**config.mk**
```make
export PLATFORM = sky130hd
export DESIGN_NAME = cla_pipe_adder
export DESIGN_NICKNAME = d
export VERILOG_FILES = /design/src/rtl/cla_pkg.sv /design/src/rtl/cla_block.sv /design/src/rtl/cla_pipe_adder.sv
export SDC_FILE = /design/constraint.sdc
export NUM_CORES = 1
export LEC_CHECK = 0
export ABC_CLOCK_PERIOD_IN_PS = 3300
export BUFFER_PORTS_ARGS = -buffer_cell sky130_fd_sc_hd__buf_2
export CORE_UTILIZATION = 50
export DETAILED_ROUTE_END_ITERATION = 10
export PLACE_DENSITY = 0.8
export SETUP_SLACK_MARGIN = 0.05
export SYNTH_ARGS = -nofsm -noshare
export SYNTH_HDL_FRONTEND = slang
export SYNTH_SLANG_ARGS = --single-unit
```
**constraint.sdc**
```tcl
create_clock -name clk -period 3.3 [get_ports clk]
set_input_delay 0.495 -clock clk [delete_from_list [all_inputs] [get_ports clk]]
set_output_delay 0.495 -clock clk [all_outputs]
set_load 0.05 [all_outputs]
```
**src/rtl/cla_pkg.sv**
```systemverilog
// rtl/cla_pkg.sv - shared types and elaboration helpers for the pipelined CLA adder
package cla_pkg;

  typedef struct packed {
    logic p;
    logic g;
  } grp_pg_t;

  function automatic int nblk(input int width, input int block);
    return width / block;
  endfunction

  function automatic int grp_per_stage(input int width, input int block, input int stages);
    return (width / block) / stages;
  endfunction

  function automatic bit params_ok(input int width, input int block, input int stages);
    return (block > 0) && (stages >= 1) && (width % block == 0) &&
           ((width / block) % stages == 0);
  endfunction

endpackage

```
**src/rtl/cla_block.sv**
```systemverilog
// rtl/cla_block.sv - one BLOCK-bit carry-lookahead group, purely combinational
module cla_block
  import cla_pkg::*;
#(
  parameter int BLOCK = 4
) (
  input  logic [BLOCK-1:0] p,
  input  logic [BLOCK-1:0] g,
  input  logic             cin,
  output logic [BLOCK-1:0] sum,
  output grp_pg_t          grp,
  output logic             cout
);

  logic [BLOCK:0] c;
  logic           acc;
  logic           run;

  // Each carry is expanded as a flat sum of generate terms, so no bit waits on its neighbour.
  always_comb begin
    c    = '0;
    c[0] = cin;
    acc  = 1'b0;
    run  = 1'b1;
    for (int i = 0; i < BLOCK; i++) begin
      acc = 1'b0;
      run = 1'b1;
      for (int j = i; j >= 0; j--) begin
        acc = acc | (g[j] & run);
        run = run & p[j];
      end
      c[i+1] = acc | (run & cin);
    end
    grp.g = acc;
    grp.p = run;
  end

  assign sum  = p ^ c[BLOCK-1:0];
  assign cout = c[BLOCK];

endmodule

```
**src/rtl/cla_pipe_adder.sv**
```systemverilog
// rtl/cla_pipe_adder.sv - pipelined carry-lookahead adder/subtractor with valid/ready stream
module cla_pipe_adder
  import cla_pkg::*;
#(
  parameter int WIDTH  = 16,
  parameter int BLOCK  = 4,
  parameter int STAGES = 2
) (
  input  logic             clk,
  input  logic             rst,
  input  logic [WIDTH-1:0] in1,
  input  logic [WIDTH-1:0] in2,
  input  logic             cin,
  input  logic             sub,
  input  logic             in_valid,
  output logic             in_ready,
  output logic [WIDTH:0]   sum,
  output logic             ovf,
  output logic             out_valid,
  input  logic             out_ready
);

  localparam int NBLK = nblk(WIDTH, BLOCK);
  localparam int GPS  = grp_per_stage(WIDTH, BLOCK, STAGES);
  localparam int SW   = GPS * BLOCK;

  if (!params_ok(WIDTH, BLOCK, STAGES)) begin : g_bad_params
    $error("cla_pipe_adder: illegal WIDTH/BLOCK/STAGES combination");
  end

  logic             en;
  logic [WIDTH-1:0] a_in [STAGES];
  logic [WIDTH-1:0] b_in [STAGES];
  logic [WIDTH-1:0] s_in [STAGES];
  logic [WIDTH-1:0] p_in [STAGES];
  logic [WIDTH-1:0] g_in [STAGES];
  logic             c_in [STAGES];
  logic             v_in [STAGES];

  logic [WIDTH-1:0] a_q [STAGES], a_d [STAGES];
  logic [WIDTH-1:0] b_q [STAGES], b_d [STAGES];
  logic [WIDTH-1:0] s_q [STAGES], s_d [STAGES];
  logic             c_q [STAGES], c_d [STAGES];
  logic             v_q [STAGES], v_d [STAGES];
  logic             ovf_q, ovf_d;

  logic [WIDTH-1:0]  blk_sum;
  logic [STAGES-1:0] stg_cout;
  // Group P/G is there for a second lookahead level; within a stage the groups ripple on cout.
  grp_pg_t [NBLK-1:0] grp_pg_unused;

  assign en        = !v_q[STAGES-1] || out_ready;
  assign in_ready  = en;
  assign out_valid = v_q[STAGES-1];
  assign sum       = {c_q[STAGES-1], s_q[STAGES-1]};
  assign ovf       = ovf_q;

  always_comb begin
    a_in[0] = in1;
    b_in[0] = sub ? ~in2 : in2;
    s_in[0] = '0;
    c_in[0] = sub | cin;
    v_in[0] = in_valid;
    for (int k = 1; k < STAGES; k++) begin
      a_in[k] = a_q[k-1];
      b_in[k] = b_q[k-1];
      s_in[k] = s_q[k-1];
      c_in[k] = c_q[k-1];
      v_in[k] = v_q[k-1];
    end
    for (int k = 0; k < STAGES; k++) begin
      p_in[k] = a_in[k] ^ b_in[k];
      g_in[k] = a_in[k] & b_in[k];
    end
  end

  for (genvar j = 0; j < NBLK; j++) begin : g_grp
    localparam int K = j / GPS;
    logic ci;
    logic co;
    if (j % GPS == 0) begin : g_first
      assign ci = c_in[K];
    end else begin : g_chain
      assign ci = g_grp[j-1].co;
    end
    cla_block #(.BLOCK(BLOCK)) u_blk (
      .p    (p_in[K][j*BLOCK +: BLOCK]),
      .g    (g_in[K][j*BLOCK +: BLOCK]),
      .cin  (ci),
      .sum  (blk_sum[j*BLOCK +: BLOCK]),
      .grp  (grp_pg_unused[j]),
      .cout (co)
    );
    if (j % GPS == GPS - 1) begin : g_last
      assign stg_cout[K] = co;
    end
  end

  always_comb begin
    for (int k = 0; k < STAGES; k++) begin
      a_d[k] = a_q[k];
      b_d[k] = b_q[k];
      s_d[k] = s_q[k];
      c_d[k] = c_q[k];
      v_d[k] = v_q[k];
    end
    ovf_d = ovf_q;
    if (en) begin
      for (int k = 0; k < STAGES; k++) begin
        v_d[k]              = v_in[k];
        a_d[k]              = a_in[k];
        b_d[k]              = b_in[k];
        s_d[k]              = s_in[k];
        s_d[k][k*SW +: SW]  = blk_sum[k*SW +: SW];
        c_d[k]              = stg_cout[k];
      end
      // Carry into the MSB is recovered from its sum bit, since sum = p ^ c.
      ovf_d = stg_cout[STAGES-1] ^ blk_sum[WIDTH-1] ^ p_in[STAGES-1][WIDTH-1];
    end
  end

  always_ff @(posedge clk) begin
    if (rst) begin
      for (int k = 0; k < STAGES; k++) begin
        a_q[k] <= '0;
        b_q[k] <= '0;
        s_q[k] <= '0;
        c_q[k] <= 1'b0;
        v_q[k] <= 1'b0;
      end
      ovf_q <= 1'b0;
    end else begin
      for (int k = 0; k < STAGES; k++) begin
        a_q[k] <= a_d[k];
        b_q[k] <= b_d[k];
        s_q[k] <= s_d[k];
        c_q[k] <= c_d[k];
        v_q[k] <= v_d[k];
      end
      ovf_q <= ovf_d;
    end
  end

endmodule
```
# == After elaboration in Yosys (flattened, before gate mapping) ==
# Memories as Yosys holds them, arrays and structs flattened.
# Cells that the tools add are included.
# totals
memories,5
elab_cells,155
mem_bits_rw,100
register_bits,1
# classes
bitwise,126
n_reduce_logical,3
n_eq_ne,1
muxes,19
# mem_list
memory,words,width,rd,rd_clocked_by_memory_dff,wr,line,rtl
a_q,2,16,1,0,2,cla_pipe_adder.sv:40,"logic [WIDTH-1:0] a_q [STAGES], a_d [STAGES];"
b_q,2,16,1,0,2,cla_pipe_adder.sv:41,"logic [WIDTH-1:0] b_q [STAGES], b_d [STAGES];"
s_q,2,16,2,0,2,cla_pipe_adder.sv:42,"logic [WIDTH-1:0] s_q [STAGES], s_d [STAGES];"
c_q,2,1,2,0,2,cla_pipe_adder.sv:43,"logic c_q [STAGES], c_d [STAGES];"
v_q,2,1,2,0,2,cla_pipe_adder.sv:44,"logic v_q [STAGES], v_d [STAGES];"
# ops
cell,n
$mux W16,7
$mux W32,3
$and A1 B1 Y1,64
$or A1 B1 Y1,51
$and A16 B16 Y16,1
$not A16 Y16,1
$xor A16 B16 Y16,1
$xor A4 B4 Y4,4
$and A8 B8 Y8,1
$xor A8 B8 Y8,1
$mux W1,7
$mux W2,2
$reduce_and A2 Y1,1
$xor A1 B1 Y1,2
$logic_not A1 Y1,1
$logic_or A1 B1 Y1,1
$ne A1 B1 Y1 const B,1

# == Depth between registers and ports, before layout ==
# logic_depth
word_depth,13
mapped_depth,12

# == Hierarchy ==
# From an unflattened synthesis, not the netlist that was laid out.
# hier_totals
hier_cells,269
area_unflattened_um2,2462.4
# modules_own_cells
mod,seq_area_each_um2,instances,area_per_inst_um2,cells_each
cla_pipe_adder,1061.0,1,1976.9,197
cla_block,0.0,4,121.4,18

# == Worst setup path after synthesis ==
# Ideal clock, no wire load.
# synth_timing
kind,input-to-reg
startpoint,in sub
endpoint,mem s_q[0][4]
setup_ns,0.089
path_buffers,2
path_slack_ns,0.565
path_stages,10
t_arrival_ns,2.646
path_cell_list,buf_6 > buf_2 > xor2_1 > ha_1 > a21oi_2 > a21boi_1 > or2_1 > a21oi_1 > fa_1 > a211oi_1
# synth_lines
element,line,rtl
start: declaration,cla_pipe_adder.sv:14,"input logic sub,"
end: declaration,cla_pipe_adder.sv:42,

==> impl_metrics.json <==
{
  "antenna_found_initial": 0,
  "vias_per_cell": 5.220,
  "hold_path.class": "in -> reg",
  "final-setup-viol-count": 0,
  "end_kind": "register",
  "dpl_cell_area_um2": 2824,
  "setup-tns-final_ps": 0,
  "cts.sink_count": 45,
  "diodes": 0,
  "grt_use_met3_pct": 3.453,
  "p_sw_share_pct": 32.38,
  "netlist_area_um2": 2499,
  "pwr-share-comb_pct": 28.5,
  "finalHoldViolCount": 0,
  "path_class": "in -> reg",
  "core_area_um2": 4755,
  "post_cts_buffers": 0,
  "ys_ff_latch": 45,
  "layout-drive-gt1-share_pct": 25.08,
  "grt.total_usage_pct": 19.02,
  "clockRootBuffer": "clkbuf_8",
  "crit_path_max_incr_delay_ps": 430,
  "synth_area_per_cell_um2": 9.573,
  "portBuffers": 57,
  "dr_total_vias": 1994,
  "ant_nets": 0,
  "yosysWarnings": 0,
  "clkSlewWorstSetupHoldPaths_ps": 80,
  "p_switching_mw": 0.4696,
  "grt_pass1_vias": 1782,
  "cp_slowest_cell": "fa_1",
  "worst_slew_pin_slew_ps": 677.4,
  "drv_cap": 0,
  "finalCriticalPeriod_ps": 2403,
  "die_w_um": 72.69,
  "clk_latency_ps": 290,
  "row_count": 25,
  "groute.layer.met1.usage_pct": 24.85,
  "place_hpwl_um": 3467,
  "dp_cells": 374,
  "synth_top_family_by_area": "compound AO/OA/AOI/OAI gates",
  "overflow": 0,
  "nNetsFinal": 372,
  "ys_seq_area_share_pct": 42.46,
  "gp_congestion": 0.8487,
  "pwr-share-seq_pct": 46.1,
  "fillers": 440,
  "synth-xor-area-share_pct": 7.361,
  "cts_htree_levels": 2,
  "grt_busiest_layer": "met2",
  "first_pass_iters": 4,
  "drc_errors": 0,
  "p_leak_nw": 1.299,
  "wirelength_um": 4706,
  "fmax_ghz": 0.4162,
  "grt_max_degree": 45,
  "grt_use_met2_pct": 31.78,
  "synth_top_flop_cell": "dfxtp_1",
  "internal_power_mw": 0.9806,
  "cts_buffers": 5,
  "regArea_um2": 1061,
  "cts_hold_buf": 0,
  "synth-edff-count": 16,
  "powerDensity_nw_per_um2": 495.7,
  "grt_pass1_wl_um": 7728,
  "dp_slack_ps": 580.6,
  "cts_tree": "yes",
  "clk_path_buf_depth": 2,
  "slew_headroom_pct": 54.73,
  "final_util_pct": 61.53,
  "rsz0062_at_grt": "false",
  "vdd_ir_drop_max_mv": 0.2760,
  "critPathMaxFanout": 9,
  "cp_data_arrival_time_ps": 2620,
  "report.final.slew_viol_count": 0,
  "synth_cell_type_count": 50,
  "floorplan.initialDensity_pct": 52.55,
  "layout_setup_ws_ps": 897.3,
  "drt_iter0_markers": 148,
  "postLayoutCellArea_um2": 2925,
  "outcome": "complete, no violations",
  "synth_fa_ha_area_share_pct": 11.22,
  "async_reset_ff_share_pct": 0,
  "area_growth_pct": 17.08,
  "io_pins": 58,
  "wl_per_cell_um": 12.32,
  "syn_nets": 319,
  "synth_mux_area_share_pct": 0,
  "multi_input_area_um2": 1326,
  "dieArea_um2": 5284,
  "crit_required_ps": 3510,
  "synthSimpleGateAreaFrac_pct": 16.47,
  "timing.final.crit_share_pct": 72.81,
  "synth-compound-area-share_pct": 18.03,
  "pwr-share-clk_pct": 25.4,
  "layoutNonFillerInstCount": 382,
  "fin_skew_ps": 5.613,
  "path_cells": "buf_2, xor2_1, ha_1, a21oi_2, a21boi_1, or2_1, a21oi_1, fa_1, a211oi_1",
  "cp-start-kind": "input port",
  "cts.repair.resized": 0,
  "synthCells": 261,
  "die_y_um": 72.69
}
-- state kept, by name (all words and copies together) (netlist names) --
signal / flops
v_q: 2
ovf: 1
s_q: 24
c_q: 2
b_q: 8
a_q: 8
-- worst max-delay path: cells and delay by family --
| kind | cells | cell delay (ps) |
|---|---|---|
| AO/OA/AOI/OAI | 4 | 720 |
| XOR/XNOR | 1 | 180 |
| adder cells (fa/ha/maj) | 2 | 740 |
| buffers and inverters | 1 | 230 |
| AND/OR/NAND/NOR | 1 | 250 |
-- synthesized netlist by cell type, types with 2 or more instances --
cell	count	share of area, %
dfxtp_1	29	23
o211ai_1	5	1.5
xnor2_1	13	4.6
buf_2	5	1.0
a21oi_1	21	4.2
clkbuf_1	7	1.1
o31a_1	2	0.70
nor2b_1	8	2.0
nor3_1	4	0.80
a211oi_2	2	1.0
xor2_1	8	2.8
a21oi_2	2	0.70
a31oi_1	2	0.50
inv_1	11	1.7
a211oi_1	6	1.8
o21ai_0	7	1.4
a211o_1	2	0.70
edfxtp_1	16	19
fa_1	4	3.2
and3_1	3	0.75
nand2_1	31	4.7
ha_1	16	8.0
nand3_1	8	1.6
o21a_1	2	0.60
nor2_1	22	3.3
-- cell families after synthesis --
family / count (synthesis)
compound gates: 63
xor+xnor: 21
fa+ha+maj: 20
buf+inv: 26
flops: 45
simple gates: 86
-- cells in the final DEF, fill, tap and decap left out, drive strengths merged, types with 2 or more instances in the layout --
master	count
o211ai	6
nand2	31
fa	4
a21oi	23
nand3	8
nor3	4
xnor2	13
clkbuf	7
o311ai	2
dfxtp	29
o21ai	7
a31oi	2
nor2b	9
ha	16
a21boi	2
or2	2
a211o	2
inv	12
nor2	22
o21a	2
edfxtp	16
buf	60
a211oi	8
xor2	8
and3	3
o31a	2
-- power groups by stage --
| stage | Clock (mW) | Combinational (mW) | Sequential (mW) |
|---|---|---|---|
| floorplan | 0 | 0.227 | 0.766 |
| global placement | 0 | 0.404 | 0.677 |
| detailed placement | 0 | 0.413 | 0.681 |
| CTS | 0.376 | 0.416 | 0.668 |
| global route | 0.391 | 0.454 | 0.675 |
| finish | 0.369 | 0.413 | 0.668 |
-- through the flow --
step	total power, mW	hold slack, ps
final	1.450	439.4
after global routing	1.520	431.7
after CTS	1.460	434.9
after detailed placement	1.094	439.6
after global placement	1.081	436.1
after floorplan	0.9930	431.7
-- layout make-up --
cell class                 instances  share of cell area, %
clock buffer                       7                  3.293
clock inverter                     1                 0.1711
inverter                          12                  1.540
multi-input combinational        190                  45.34
sequential                        45                  36.27
tap                               67                  2.866
timing repair buffer              60                  10.52
-- layer usage --
metal | part of all wire [%] | wire, µm | up-vias
li1 | - | - | 1019
met1 | 48 | 2255 | 912
met2 | 46 | 2176 | 56
met3 | 4.4 | 206 | 7
met4 | 1.4 | 68 | 0
met5 | 0 | 0 | -
-- final timing paths --
check	start	end	slack, ps	cells after the start
max reg2reg	a_q[0][8]$_SDFFCE_PN0P_	s_q[0][28]$_SDFFE_PP0N_	1120	6
max	sub	s_q[0][4]$_SDFFE_PP0N_	900	9
min reg2reg	s_q[0][17]$_SDFFE_PP0N_	s_q[0][17]$_SDFFE_PP0N_	450	2
min	in_valid	v_q[0][0]$_SDFFE_PP0N_	440	3
No activity file was read; power rests on OpenSTA's default activity.
